### config.mk
export PLATFORM = sky130hd
export DESIGN_NAME = bcd_operand_entry
export DESIGN_NICKNAME = d
export VERILOG_FILES = /design/src/rtl/bcd_calc_pkg.sv /design/src/rtl/key_conditioner.sv /design/src/rtl/bcd_operand_entry.sv
export SDC_FILE = /design/constraint.sdc
export NUM_CORES = 1
export LEC_CHECK = 0
export CAP_MARGIN = 20
export CORE_ASPECT_RATIO = 1.5
export CORE_MARGIN = 10
export CORE_UTILIZATION = 25
export CTS_CLUSTER_SIZE = 25
export DETAILED_ROUTE_END_ITERATION = 7
export PLACE_DENSITY = 0.5
export SYNTH_ARGS = -nofsm -noshare
export SYNTH_HDL_FRONTEND = slang
export SYNTH_SLANG_ARGS = --single-unit
### constraint.sdc
create_clock -name CLOCK_50 -period 2.7 [get_ports CLOCK_50]
set_input_delay 0.675 -clock CLOCK_50 [delete_from_list [all_inputs] [get_ports CLOCK_50]]
set_output_delay 0.675 -clock CLOCK_50 [all_outputs]
set_load 0.02 [all_outputs]
### src/rtl/bcd_calc_pkg.sv
// Shared constants for the 2-digit BCD calculator datapath.
//   S_A10..S_DONE : operand-entry FSM state encodings (3 bits)
//   BCD_MAX       : largest legal BCD digit
//   OP_ADD/OP_SUB : operator select encodings
package bcd_calc_pkg;
   localparam logic [2:0] S_A10  = 3'd0;
   localparam logic [2:0] S_A1   = 3'd1;
   localparam logic [2:0] S_B10  = 3'd2;
   localparam logic [2:0] S_B1   = 3'd3;
   localparam logic [2:0] S_DONE = 3'd4;

   localparam logic [3:0] BCD_MAX = 4'd9;

   localparam logic OP_ADD = 1'b0;
   localparam logic OP_SUB = 1'b1;
endpackage

### src/rtl/key_conditioner.sv
// Pushbutton conditioner: 2-flop synchronizer, optional debounce, rising-edge
// detect. A press yields exactly one single-cycle pulse and holding never repeats.
// Optional feature macro: DEBOUNCE_EN.
//   With DEBOUNCE_EN    : press-to-pulse latency = 2 + DEBOUNCE_CYCLES cycles.
//   Without DEBOUNCE_EN : press-to-pulse latency = 3 cycles, parameters unused.
// Ports:
//   clk    in  system clock
//   reset  in  synchronous active-high reset
//   key    in  raw active-high button, asynchronous to clk
//   pulse  out one-cycle press pulse
module key_conditioner #(
   parameter int DEBOUNCE_CYCLES = 500000,
   parameter int CNT_W           = 19
) (
   input  logic clk,
   input  logic reset,
   input  logic key,
   output logic pulse
);
   logic sync1, sync2;

   always_ff @(posedge clk) begin
      if (reset) begin
         sync1 <= 1'b0;
         sync2 <= 1'b0;
      end else begin
         sync1 <= key;
         sync2 <= sync1;
      end
   end

`ifdef DEBOUNCE_EN
   logic [CNT_W-1:0] cnt;
   logic             db, db_q;

   // The counter only runs while the synchronized level disagrees with the
   // debounced level. Any bounce back to the old level reloads it, so the
   // debounced level moves only after DEBOUNCE_CYCLES consecutive stable cycles.
   always_ff @(posedge clk) begin
      if (reset) begin
         cnt  <= '0;
         db   <= 1'b0;
         db_q <= 1'b0;
      end else begin
         db_q <= db;
         if (sync2 == db) begin
            cnt <= '0;
         end else if (cnt == CNT_W'(DEBOUNCE_CYCLES - 1)) begin
            db  <= sync2;
            cnt <= '0;
         end else begin
            cnt <= cnt + 1'b1;
         end
      end
   end

   assign pulse = db & ~db_q;
`else
   logic sync3, pulse_q;

   // Registering the edge detect gives a fixed 3-cycle latency.
   always_ff @(posedge clk) begin
      if (reset) begin
         sync3   <= 1'b0;
         pulse_q <= 1'b0;
      end else begin
         sync3   <= sync2;
         pulse_q <= sync2 & ~sync3;
      end
   end

   assign pulse = pulse_q;
`endif
endmodule

### src/rtl/bcd_operand_entry.sv
// Front end of the 2-digit BCD calculator. It collects two 2-digit operands one
// BCD digit at a time from digit_sw, one digit per enter press, and presents
// them with a valid/ready handshake.
// Optional feature macro: DEBOUNCE_EN (button debounce in key_conditioner).
// Ports:
//   CLOCK_50        in  system clock
//   reset           in  synchronous active-high reset
//   digit_sw[3:0]   in  digit to enter (legal 0..9)
//   op_sw           in  0 = add, 1 = subtract
//   key_enter       in  raw enter button
//   key_clear       in  raw clear button
//   in1_10,in1_1    out operand 1 tens/ones
//   in2_10,in2_1    out operand 2 tens/ones
//   operator        out latched operator
//   operands_valid  out operand set available
//   operands_ready  in  consumer accepts the set
//   entry_pos[1:0]  out slot the next digit fills
//   digit_err       out one-cycle pulse for a rejected digit greater than 9
module bcd_operand_entry
   import bcd_calc_pkg::*;
#(
   parameter int DEBOUNCE_CYCLES = 500000,
   parameter int CNT_W           = 19
) (
   input  logic       CLOCK_50,
   input  logic       reset,
   input  logic [3:0] digit_sw,
   input  logic       op_sw,
   input  logic       key_enter,
   input  logic       key_clear,
   output logic [3:0] in1_10,
   output logic [3:0] in1_1,
   output logic [3:0] in2_10,
   output logic [3:0] in2_1,
   output logic       operator,
   output logic       operands_valid,
   input  logic       operands_ready,
   output logic [1:0] entry_pos,
   output logic       digit_err
);
   logic       enter_p, clear_p;
   logic [2:0] state;

   key_conditioner #(.DEBOUNCE_CYCLES(DEBOUNCE_CYCLES), .CNT_W(CNT_W)) u_key_enter (
      .clk   (CLOCK_50),
      .reset (reset),
      .key   (key_enter),
      .pulse (enter_p)
   );

   key_conditioner #(.DEBOUNCE_CYCLES(DEBOUNCE_CYCLES), .CNT_W(CNT_W)) u_key_clear (
      .clk   (CLOCK_50),
      .reset (reset),
      .key   (key_clear),
      .pulse (clear_p)
   );

   // Clear has priority over everything. In S_DONE only the handshake
   // matters and enter presses are ignored. Digits persist after a transfer
   // so the display keeps showing them.
   always_ff @(posedge CLOCK_50) begin
      if (reset) begin
         state          <= S_A10;
         in1_10         <= 4'd0;
         in1_1          <= 4'd0;
         in2_10         <= 4'd0;
         in2_1          <= 4'd0;
         operator       <= OP_ADD;
         operands_valid <= 1'b0;
         digit_err      <= 1'b0;
      end else begin
         digit_err <= 1'b0;
         if (clear_p) begin
            state          <= S_A10;
            in1_10         <= 4'd0;
            in1_1          <= 4'd0;
            in2_10         <= 4'd0;
            in2_1          <= 4'd0;
            operator       <= OP_ADD;
            operands_valid <= 1'b0;
         end else if (state == S_DONE) begin
            if (operands_valid && operands_ready) begin
               operands_valid <= 1'b0;
               state          <= S_A10;
            end
         end else if (enter_p) begin
            if (digit_sw <= BCD_MAX) begin
               case (state)
                  S_A10:   in1_10 <= digit_sw;
                  S_A1:    in1_1  <= digit_sw;
                  S_B10:   in2_10 <= digit_sw;
                  default: in2_1  <= digit_sw;
               endcase
               if (state == S_B1) begin
                  operator       <= op_sw;
                  operands_valid <= 1'b1;
                  state          <= S_DONE;
               end else begin
                  state <= state + 3'd1;
               end
            end else begin
               digit_err <= 1'b1;
            end
         end
      end
   end

   assign entry_pos = (state == S_DONE) ? 2'd3 : state[1:0];
endmodule

==> results of run 1 <==
[cell type report]
type                            instances  share of cell area [%]
Inverter                                4                   0.852
Multi-Input combinational cell         95                    35.8
Timing Repair Buffer                   33                    18.3
Sequential cell                        30                    34.1
Tap cell                               68                    4.83
Clock buffer                            5                    3.90
Clock inverter                          3                    2.27
[cell usage in the layout, fill, tap and decap left out, types with 4 or more instances in the layout]
| cell | netlist | layout |
|---|---|---|
| clkbuf_8 | 0 | 5 |
| clkdlybuf4s50_1 | 0 | 30 |
| o21ai_1 | 9 | 9 |
| and2b_1 | 6 | 6 |
| dfxtp_1 | 30 | 30 |
| ha_1 | 5 | 5 |
| o31ai_1 | 4 | 4 |
| nand4_1 | 5 | 5 |
| nand3_1 | 12 | 12 |
| a21oi_1 | 17 | 17 |
| inv_1 | 4 | 4 |
[layer usage]
layer  track usage, %  up-vias
met5                0        -
met3             3.49        8
met2             13.2       26
met1             7.46      525
met4             3.98        0
li1                 -      560
[worst register-to-register path, delay by kind of cell (launching register included)]
| kind | cells | cell delay (ps) |
|---|---|---|
| compound gates | 2 | 490 |
| fa+ha+maj | 1 | 290 |
| buf+inv | 1 | 110 |
| flops | 1 | 410 |
| simple gates | 1 | 270 |
[what timing repair did]
item                                    4_1_cts  5_1_grt
resized for setup                             0        1
endpoints found under the setup margin        0        2
buffers inserted                              0        0
[power by group through the flow]
stage | logic [uW] | registers [uW] | clock network [uW]
finish | 60.2 | 451 | 445
global route | 65.6 | 452 | 475
CTS | 60.6 | 451 | 455
detailed placement | 60.1 | 461 | 0
global placement | 59.7 | 461 | 0
floorplan | 35.1 | 461 | 0
[registers in the layout, summed over array words and instances (netlist names), 3 cells and up]
name	cells
in2_1	4
in1_1	4
state	3
in1_10	4
in2_10	4
[synth_stat cells (2+ instances only)]
cell type / number / area share (%)
dfxtp_1: 30 / 46
a21oi_1: 17 / 6.6
nand3_1: 12 / 4.6
o21ai_1: 9 / 3.5
and2b_1: 6 / 3.5
ha_1: 5 / 4.8
nand4_1: 5 / 2.4
inv_1: 4 / 1.2
nand2_1: 4 / 1.2
o31ai_1: 4 / 2.3
and3b_1: 3 / 2.0
buf_2: 3 / 1.2
buf_4: 3 / 1.7
nand3b_1: 3 / 1.7
nor2b_1: 3 / 1.4
o21ai_0: 3 / 1.2
a22o_1: 2 / 1.4
nor2_1: 2 / 0.58
[cell families after synthesis]
group / Yosys count / synth area share, %
simple gates: 46 / 22.2
buf+inv: 12 / 5.21
compound gates: 44 / 21.4
fa+ha+maj: 5 / 4.83
flops: 30 / 46.3
[stage by stage]
stage               worst slack [ps]  cell area (um2)  power (uW)
floorplan                       1010             1300         496
global placement                 451             1650         521
detailed placement               394             1650         522
CTS                             68.3             1760         967
global route                    15.9             1760         993
finish                           115             1760         957
[final timing paths]
path | start | end
worst max-delay path | state[0] | entry_pos[0]
worst min-delay path | u_key_clear.sync3 | u_key_clear.pulse
worst max register to register | state[0] | state[0]
worst min register to register | u_key_clear.sync3 | u_key_clear.pulse
==> flow_metrics.env, run 1 <==
export IMPL_cts_tree="built"
export IMPL_fin_tns_setup_ps=0
export IMPL_ff2ff_setup_slack_ps=1080
export IMPL_pwr_share_clk_pct=46.5
export IMPL_arrival_ps=1910
export IMPL_multi_input_area_um2=631
export IMPL_grt_pass1_vias=1097
export IMPL_drt_met1_wl_um=1250
export IMPL_antenna_found_initial=0
export IMPL_syn_avg_cell_area_um2=9.46
export IMPL_synth_warning_count=0
export IMPL_antenna_cells=0
export IMPL_whs_ps=385
export IMPL_grt_pass1_wl_um=5220
export IMPL_peakVddDrop_v=0.000260
export IMPL_synth_async_reset_ratio_pct=0
export IMPL_comb_power_share_pct=6.3
export IMPL_routedWlPerCell_um=13.4
export IMPL_grt_total_usage_pct=7.63
export IMPL_fin_skew_ps=4.27
export IMPL_synth_edf_count=0
export IMPL_cts_sinks=30
export IMPL_design_core_area_um2=5080
export IMPL_top_layer_used="met4"
export IMPL_status="complete, no violations"
export IMPL_p_int_uw=746
export IMPL_drt_iter0_drc=80
export IMPL_whs_path_depth=1
export IMPL_power_leakage_uw=0.000627
export IMPL_via_count=1119
export IMPL_setup_viol=0
export IMPL_dp_cells=230
export IMPL_synthCells=137
export IMPL_nFillCells=543
export IMPL_power_density_nw_per_um2=543
export IMPL_crit_buf_inv=2
export IMPL_vias_per_cell=4.70
export IMPL_relSlewSlack_pct=71.0
export IMPL_ys_flop_type="dfxtp_1"
export IMPL_post_route_util_pct=34.7
export IMPL_root_buffer="clkbuf_8"
export IMPL_critPathRequiredTime_ps=2030
export IMPL_reg2reg_depth=5
export IMPL_syn_num_nets=152
export IMPL_gp_congestion=0.766
export IMPL_insertion_delay_ps=280
export IMPL_grt_start_max_net_pins=18
export IMPL_boundaryPins=31
export IMPL_critPathKind="flip-flop to output pin"
export IMPL_layout_drive_gt1_share_pct=10.6
export IMPL_ys_types=37
export IMPL_grt_overflow_total=0
export IMPL_syn_to_final_growth_pct=36.0
export IMPL_synth_seq_cells=30
export IMPL_route_met2_wl_um=1650
export IMPL_cp_top_family="buffers and inverters"
export IMPL_end_kind="output pin"
export IMPL_cp_cell_sequence="inv_1, ha_1, nand2_2, nand2_1, clkdlybuf4s50_1"
export IMPL_met3_length_um=230
export IMPL_cp_slowest_cell="clkdlybuf4s50_1"
export IMPL_timing_final_crit_share_pct=95.7
export IMPL_rows=32
export IMPL_clkTransAtPathRegs_ps=70
export IMPL_die_y_um=108
export IMPL_start_kind="flip-flop"
export IMPL_ctsHoldBuffers=0
export IMPL_max_freq_mhz=387
export IMPL_cts_htree_levels=2
export IMPL_hold_viol_final=0
export IMPL_first_pass_iters=4
export IMPL_fin_nets=184
export IMPL_ant_nets=0
export IMPL_maxSlewViolCount=0
export IMPL_fin_cells=238
export IMPL_cts_made_buffers=5
export IMPL_wl_um=3200
export IMPL_die_x_um=78.8
export IMPL_p_sw_uw=210
export IMPL_tightest_slew_ps=435
export IMPL_yosysSeqAreaShare_pct=46.3
export IMPL_maxCapViolCount=0
export IMPL_ctsLongestPathBuffers=2
export IMPL_min_period_ps=2580
export IMPL_syn_area_um2=1300
export IMPL_seqPwrFrac_pct=47.2
export IMPL_grt_setup_unrepaired="false"
export IMPL_hp_class="flip-flop to flip-flop"
export IMPL_max_stage_delay_ps=610
export IMPL_swShare_pct=22.0
export IMPL_register_area_um2=601
export IMPL_drc=0
export IMPL_initial_core_util_pct=25.5
export IMPL_port_buffers=30
export IMPL_dpl_hpwl_um=2480
export IMPL_dieArea_um2=8520
export IMPL_crit_cells=5
export IMPL_cp_max_fo=7
(Power assumes the default switching activity.)
==> run 2: changes to the inputs <==
--- a/config.mk
+++ b/config.mk
@@ -11,7 +11,7 @@
 export CORE_UTILIZATION = 25
 export CTS_CLUSTER_SIZE = 25
 export DETAILED_ROUTE_END_ITERATION = 7
-export PLACE_DENSITY = 0.5
+export PLACE_DENSITY = 0.52
 export SYNTH_ARGS = -nofsm -noshare
 export SYNTH_HDL_FRONTEND = slang
 export SYNTH_SLANG_ARGS = --single-unit
==> constraint.sdc (replaced) <==
create_clock -name CLOCK_50 -period 2.3 [get_ports CLOCK_50]
set_input_delay 0.575 -clock CLOCK_50 [delete_from_list [all_inputs] [get_ports CLOCK_50]]
set_output_delay 0.575 -clock CLOCK_50 [all_outputs]
set_load 0.02 [all_outputs]
==> run 2 against run 1 <==
- die area did not move
- register-to-register slack worse by 400 ps
- non-clock buffer count up 3
- clock power up 20%
- first-iteration DRC count shrank 10%
- power up 19%
- routed wire length is 7.8% higher
- critical path depth did not move
- count of clock-buffer cells in the layout rose by 1
- sequential share of layout area is 0.64 points lower
- setup slack better by 19 ps
- clock skew up 0.54 ps
==> flow_metrics.env, run 2 (synthesized netlist as in run 1, its figures left out) <==
export IMPL_fin_nets=187
export IMPL_maxSlewViolCount=0
export IMPL_post_route_util_pct=35.3
export IMPL_critPathKind="flip-flop to output pin"
export IMPL_antenna_cells=0
export IMPL_grt_total_usage_pct=8.34
export IMPL_boundaryPins=31
export IMPL_cts_sinks=30
export IMPL_setup_viol=0
export IMPL_die_x_um=78.8
export IMPL_power_density_nw_per_um2=635
export IMPL_power_leakage_uw=0.000654
export IMPL_insertion_delay_ps=270
export IMPL_grt_start_max_net_pins=23
export IMPL_first_pass_iters=4
export IMPL_grt_pass1_wl_um=5780
export IMPL_drt_iter0_drc=72
export IMPL_dieArea_um2=8520
export IMPL_design_core_area_um2=5080
export IMPL_grt_setup_unrepaired="false"
export IMPL_critPathRequiredTime_ps=1730
export IMPL_cp_max_fo=6
export IMPL_ff2ff_setup_slack_ps=680
export IMPL_whs_ps=384
export IMPL_timing_final_crit_share_pct=94.2
export IMPL_cts_made_buffers=5
export IMPL_maxCapViolCount=0
export IMPL_cts_htree_levels=2
export IMPL_total_power_uw=1140
export IMPL_start_kind="flip-flop"
export IMPL_initial_core_util_pct=25.5
export IMPL_via_count=1141
export IMPL_antenna_found_initial=0
export IMPL_peakVddDrop_v=0.000264
export IMPL_max_freq_mhz=462
export IMPL_routedWlPerCell_um=14.4
export IMPL_vias_per_cell=4.75
export IMPL_tightest_slew_ps=396
export IMPL_die_y_um=108
export IMPL_layout_drive_gt1_share_pct=11.0
export IMPL_arrival_ps=1590
export IMPL_port_buffers=30
export IMPL_wl_um=3450
export IMPL_root_buffer="clkbuf_8"
export IMPL_gp_congestion=0.831
export IMPL_hp_class="flip-flop to flip-flop"
export IMPL_layout_commonest_cell="dfxtp_1"
export IMPL_status="complete, no violations"
export IMPL_grt_pass1_vias=1222
export IMPL_syn_to_final_growth_pct=38.6
export IMPL_hold_viol_final=0
export IMPL_ctsLongestPathBuffers=2
export IMPL_fin_cells=240
export IMPL_final_cell_mix="dfxtp_1 (30), clkdlybuf4s50_1 (28), a21oi_1 (17), nand3_1 (12), o21ai_1 (9)"
export IMPL_end_kind="output pin"
export IMPL_fin_skew_ps=4.82
export IMPL_fin_tns_setup_ps=0
export IMPL_min_period_ps=2170
export IMPL_dpl_hpwl_um=2630
export IMPL_clkTransAtPathRegs_ps=60
export IMPL_ant_nets=0
export IMPL_rows=32
export IMPL_cts_tree="built"
export IMPL_grt_overflow_total=0
export IMPL_drc=0
export IMPL_dp_cells=233
export IMPL_relSlewSlack_pct=73.5
## run 2: per-layer routing
metal	track usage [%]	part of all wire (%)	up-vias
met1	9.07	41	543
met4	3.08	0.96	0
met5	0	0	-
met3	3.57	7.0	4
li1	-	-	564
met2	14.1	51	30
## run 2: final cells by class
cell class	count	area (um2)
Tap cell	68	85.1
Multi-Input combinational cell	95	628
Sequential cell	30	601
Clock buffer	6	82.6
Clock inverter	1	30.0
Timing Repair Buffer	36	355
Fill cell	529	3290
Inverter	4	15.0
## run 2: worst max-delay path, cell delays in order (launching register included)
cell,delay [ps]
dfxtp_1,400
inv_1,110
ha_1,280
nand2_1,130
nand2_1,60
dlygate4sd2_1,320
## run 2: stage by stage
step	cell area [um2]	worst slack (ps)
after global placement	1690	260
after floorplan	1300	710
final	1800	134
after CTS	1800	129
after global routing	1800	22.7
after detailed placement	1690	184
## run 2: power breakdown
group | internal [uW] | switching, uW
sequential | 526 | 3.68
combinational | 36.3 | 42.5
clock | 346 | 186
total | 909 | 232
## run 2: repair_timing
| action | CTS | global route |
|---|---|---|
| setup endpoints to repair | 2 | 0 |
| hold buffers | 0 | 0 |
| gates resized for setup | 2 | 0 |
| endpoints found under the hold margin | 0 | 0 |
| setup buffers | 0 | 0 |
## run 2: path summary, 6_finish.rpt
check                    startpoint                end  depth (start not counted)
setup reg to reg           state[0]           state[1]                          6
hold / removal    u_key_enter.sync3  u_key_enter.pulse                          1
hold reg to reg   u_key_enter.sync3  u_key_enter.pulse                          1
setup / recovery           state[0]       entry_pos[1]                          5
